### config.mk
export PLATFORM = sky130hd
export DESIGN_NAME = bcd_counter_n
export DESIGN_NICKNAME = d
export VERILOG_FILES = /design/src/rtl/bcd_pkg.sv /design/src/rtl/bcd_digit.sv /design/src/rtl/bcd_counter_n.sv
export SDC_FILE = /design/constraint.sdc
export NUM_CORES = 1
export LEC_CHECK = 0
export BUFFER_PORTS_ARGS = -buffer_cell sky130_fd_sc_hd__buf_2
export CORE_ASPECT_RATIO = 0.9
export CORE_UTILIZATION = 25
export DETAILED_ROUTE_END_ITERATION = 8
export SETUP_SLACK_MARGIN = 0.4
export SLEW_MARGIN = 25
export SYNTH_ARGS = -nofsm -noshare
export SYNTH_HDL_FRONTEND = slang
export SYNTH_SLANG_ARGS = --single-unit
### constraint.sdc
create_clock -name Clock -period 2.2 [get_ports Clock]
set_clock_uncertainty 0.2 [all_clocks]
set_input_delay 0.55 -clock Clock [delete_from_list [all_inputs] [get_ports Clock]]
set_output_delay 0.55 -clock Clock [all_outputs]
set_load 0.005 [all_outputs]
### src/rtl/bcd_pkg.sv
// Shared definitions for the BCD counter slice.
//   BCD_MAX / BCD_MIN : legal decade range of one digit
//   bcd_digit_t       : one packed BCD digit
//   bcd_clamp()       : maps the non-decimal codes 10..15 onto 9
package bcd_pkg;

    localparam logic [3:0] BCD_MAX = 4'd9;
    localparam logic [3:0] BCD_MIN = 4'd0;

    typedef logic [3:0] bcd_digit_t;

    function automatic bcd_digit_t bcd_clamp(input bcd_digit_t d);
        return (d > BCD_MAX) ? BCD_MAX : d;
    endfunction

endpackage

### src/rtl/bcd_digit.sv
// One decade cell of the BCD counter.
//   Clock, Clear : clock, async active-high reset
//   sclr         : synchronous clear (highest priority at the edge)
//   load         : load bcd_clamp(load_val)
//   inc / dec    : step up / down by one with decade wrap (9->0, 0->9)
//   digit        : current digit, always 0..9
//   is9 / is0    : digit is at the top / bottom of its decade
// The top level never asserts inc and dec together; inc wins if it did.
module bcd_digit
    import bcd_pkg::*;
(
    input  logic       Clock,
    input  logic       Clear,
    input  logic       sclr,
    input  logic       load,
    input  bcd_digit_t load_val,
    input  logic       inc,
    input  logic       dec,
    output bcd_digit_t digit,
    output logic       is9,
    output logic       is0
);

    always_ff @(posedge Clock or posedge Clear) begin
        if (Clear)
            digit <= BCD_MIN;
        else if (sclr)
            digit <= BCD_MIN;
        else if (load)
            digit <= bcd_clamp(load_val);
        else if (inc)
            // >= rather than == so a stray code can never climb past 9
            digit <= (digit >= BCD_MAX) ? BCD_MIN : digit + 4'd1;
        else if (dec)
            digit <= (digit == BCD_MIN) ? BCD_MAX : digit - 4'd1;
    end

    assign is9 = (digit == BCD_MAX);
    assign is0 = (digit == BCD_MIN);

endmodule

### src/rtl/bcd_counter_n.sv
// Parametrised multi-digit BCD up/down counter.
//   DIGITS   : number of decades (1..8)
//   SATURATE : 1 = hold at the terminal value, 0 = wrap
//   Clock    : clock, all updates on the rising edge
//   Clear    : async active-high reset
//   Sclr     : synchronous clear   (priority Sclr > Load > E)
//   Load     : load LoadVal, each digit clamped to 9; clears TC/Overflow
//   LoadVal  : load value, digit k at [4k+3:4k]
//   E, Dir   : count enable, direction (0 up, 1 down)
//   BCD      : count value, packed like LoadVal
//   Zero     : combinational all-digits-zero
//   TC       : registered pulse for each edge that sees a terminal event
//   Overflow : sticky terminal-event flag
module bcd_counter_n
    import bcd_pkg::*;
#(
    parameter int DIGITS   = 4,
    parameter bit SATURATE = 1'b1
) (
    input  logic                  Clock,
    input  logic                  Clear,
    input  logic                  Sclr,
    input  logic                  Load,
    input  logic [4*DIGITS-1:0]   LoadVal,
    input  logic                  E,
    input  logic                  Dir,
    output logic [4*DIGITS-1:0]   BCD,
    output logic                  Zero,
    output logic                  TC,
    output logic                  Overflow
);

    localparam logic SAT = SATURATE;

    bcd_digit_t [DIGITS-1:0] dig;
    logic       [DIGITS-1:0] is9, is0, inc, dec;

    // c9[k] / c0[k]: all digits below k are 9 / 0. Index DIGITS spans the
    // whole counter, which is exactly the terminal-value test.
    logic [DIGITS:0] c9, c0;
    logic            all9, all0, term, hold;

    assign c9[0] = 1'b1;
    assign c0[0] = 1'b1;

    genvar k;
    generate
        for (k = 0; k < DIGITS; k++) begin : g_dig
            assign c9[k+1] = c9[k] & is9[k];
            assign c0[k+1] = c0[k] & is0[k];

            // In saturate mode the terminal step is suppressed entirely, so
            // the all-9 / all-0 pattern simply holds.
            assign inc[k] = E & ~Dir & c9[k] & ~hold;
            assign dec[k] = E &  Dir & c0[k] & ~hold;

            bcd_digit u_digit (
                .Clock    (Clock),
                .Clear    (Clear),
                .sclr     (Sclr),
                .load     (Load),
                .load_val (LoadVal[4*k +: 4]),
                .inc      (inc[k]),
                .dec      (dec[k]),
                .digit    (dig[k]),
                .is9      (is9[k]),
                .is0      (is0[k])
            );
        end
    endgenerate

    assign all9 = c9[DIGITS];
    assign all0 = c0[DIGITS];

    // Terminal event is only meaningful when counting; Sclr/Load override it
    // in the flag register below.
    assign term = E & (Dir ? all0 : all9);
    assign hold = term & SAT;

    assign BCD  = dig;
    assign Zero = all0;

    always_ff @(posedge Clock or posedge Clear) begin
        if (Clear) begin
            TC       <= 1'b0;
            Overflow <= 1'b0;
        end else if (Sclr || Load) begin
            TC       <= 1'b0;
            Overflow <= 1'b0;
        end else if (term) begin
            TC       <= 1'b1;
            Overflow <= 1'b1;
        end else begin
            TC       <= 1'b0;
        end
    end

endmodule

==> summary.txt <==
Outcome
  • Outcome: complete, but fails checks
  • Failing checks: negative setup slack

Clock tree
  • Clock Sinks: 18
  • Clock Tree Root: clkbuf_8
  • Worst skew pair latency: 0.27 ns
  • Hold-fix buffers at CTS: 0
  • TritonCTS clock tree: built
  • Num CTS Buffers: 3
  • Max Root-Sink Buffers: 2
  • H-tree depth: 1
  • CTS clk-pin slew, worst paths: 0.08 ns

Logic synthesis
  • Top_reg_cell synth: dfrtp_1
  • Synth top cells by count: inv_1 (22), nand2_1 (20), dfrtp_1 (18), nor2_1 (18), ha_1 (13)
  • Synth top area cells: dfrtp_1 (21%), ha_1 (7.7%), inv_1 (3.9%)
  • Synth Area in Compound Gates: 33.7%
  • Syn Area/Cell: 8.39 um2
  • Distinct cells, synth: 71
  • Synth warn: 0
  • Number of synthesized flops with an enable pin: 0
  • Post-synthesis mux area share: 1.54%
  • Post-Syn Nets: 286
  • Dominant cell type by area after synthesis: dfrtp_1
  • Count leader, synth: inv_1
  • Synth Area in Adders: 7.72%
  • Cell count after synthesis: 251
  • Post-synthesis xor/xnor area fraction: 0%
  • Ys async rst share: 100%
  • Top-area cell type share of the netlist area: 21.4%
  • Synth Area in Simple Gates: 28.7%
  • Synth Register Bits: 18
  • Synthesized area: 2110 um2
  • Main combinational cell family by area after synthesis: compound AO/OA/AOI/OAI gates
  • Sequential element share of the synthesized area: 21.4%

Global routing
  • Gr usage total: 18.7%
  • Initial antenna violation count: 0
  • GRT overflow: 0
  • Wire length of the first global-routing pass: 13.0 mm
  • Vias in the first global route: 2695
  • Largest net degree at the start of global routing: 19

Critical path
  • WP data arrival: 1.83 ns
  • Worst Path Required: 1.45 ns
  • Reg2reg setup slack: -0.31 ns
  • Reg2reg path depth: 9
  • Crit path kind: flip-flop to output pin
  • Type of origin of the critical path: flip-flop
  • CP endpoint kind: output pin
  • Max Fanout on Critical Path: 2

Timing
  • Final hold vios: 0
  • Tightest Pin Transition: 0.477 ns
  • Hold Slack: 0.105 ns
  • Fmax: 0.388 GHz
  • # setup viols final: 19
  • Tcrit/Tclk final: 117%
  • Final Max Slew Viols: 0
  • PnR worst setup slack: -0.376 ns
  • Period minus WS final: 2.58 ns
  • RSZ-0062 raised after global routing: yes
  • Rel. slew slack: 67.9%

Placement
  • PortBufs: 40
  • Dpl cells: 452
  • Place WS: -0.168 ns
  • Gpl congestion: 0.886
  • HPWL reported at the end of detailed placement: 5.66 mm

Finish
  • Final nets: 435
  • ANT cells: 0
  • Share of layout cells above drive strength 1: 60.9%
  • Final core utilization: 48.0%
  • Non-Filler Instances: 498
  • Fillers: 729
  • Area Overhead vs Synth: 84.6%

Detailed routing
  • Via count: 2748
  • DR iter-0 viols: 102
  • Drt drc: 0
  • First drt pass iteration count: 4
  • ANT nets after route: 0
  • Vias/cell: 5.52
  • Average wire per standard cell: 17.8 um
  • Final WL: 8.86 mm

Power and ir drop
  • LEAKAGE: 1.76 nW
  • Power Total: 1.82 mW
  • Switching Share: 39.7%
  • Power Density: 469 nW/um2
  • Logic pwr share: 61.4%
  • VDD IR max: 276 uV
  • Seq pwr share: 21.9%
  • Clock power frac: 16.7%
  • Cell Int Power: 1.10 mW
  • Switching power: 0.724 mW

Floorplanning
  • Starting Density: 26.0%
  • Die footprint: 8800 um2
  • I/O pins: 41
  • Core Rows: 31
  • Core Area: 8110 um2
  • Die Wd: 98.8 um
  • DIE HEIGHT: 89.1 um

Job
  • Max_cap viols: 0

Hold path
  • HP Class: input port to async pin
==> cells by family (layout without fill, tap and decap cells) <==
family | Yosys count | after routing
simple gates | 99 | 99
compound gates | 84 | 84
buf+inv | 34 | 182
flops | 18 | 18
fa+ha+maj | 13 | 13
mux | 3 | 3
==> cells in the final DEF, fill, tap and decap left out, types with 10 or more instances in the layout <==
cell	n
inv_1	17
buf_6	39
nor2_1	17
buf_2	35
dfrtp_1	13
nand2_1	14
buf_4	81
a21oi_1	10
==> state kept, by name, summed over array words and instances, names as in the netlist <==
register,flops
g_dig.u_digit.digit,16
Overflow,1
TC,1
==> routing by layer <==
layer  wire [um]  track usage (%)
met5           0                0
met4         282             9.50
met3         360             2.58
met2        4640             34.6
met1        3570             21.4
==> final cells by class <==
class,count,area (um2),share of cell area (%)
Clock buffer,4,55.1,1.42
Inverter,22,82.6,2.12
Multi-Input combinational cell,199,1930,49.6
Sequential cell,18,457,11.7
Tap cell,99,124,3.19
Timing Repair Buffer,156,1240,31.9
==> worst max-delay path, stage by stage (launching register included) <==
cell and delay [ns]:
dfrtp_2 0.41, inv_2 0.08, ha_4 0.13, or4b_4 0.46
and4bb_2 0.35, buf_2 0.12
==> path summary, 6_finish.rpt <==
| kind | startpoint | end |
|---|---|---|
| max in group asynchronous | Clear | g_dig[2].u_digit.digit[0] |
| worst max-delay path | g_dig[0].u_digit.digit[0] | Zero |
| min in group Clock | Overflow | Overflow |
| worst max register to register | g_dig[0].u_digit.digit[0] | g_dig[0].u_digit.digit[1] |
| worst min-delay path | Clear | g_dig[3].u_digit.digit[3] |
| worst min register to register | Overflow | Overflow |
==> through the flow <==
| stage | instance area (um2) | setup TNS [ns] |
|---|---|---|
| after floorplan | 2210 | -0.229 |
| after global placement | 3030 | -0.828 |
| after detailed placement | 3030 | -1.29 |
| after CTS | 3520 | -1.68 |
| after global routing | 3890 | -5.49 |
| final | 3890 | -4.01 |
==> repair_timing <==
| item | in CTS | in global routing |
|---|---|---|
| setup endpoints to repair | 22 | 26 |
| pin swaps | 26 | 32 |
| gates resized for setup | 62 | 43 |
| buffers inserted | 21 | 20 |
| cloned | 1 | 0 |
==> power groups by stage <==
stage	Clock, mW	Combinational (mW)	Sequential (mW)
after floorplan	0	0.419	0.431
final	0.305	1.12	0.399
after global placement	0	0.782	0.406
after CTS	0.307	0.951	0.398
after detailed placement	0	0.788	0.407
after global routing	0.318	1.19	0.403
(Power assumes the default switching activity.)
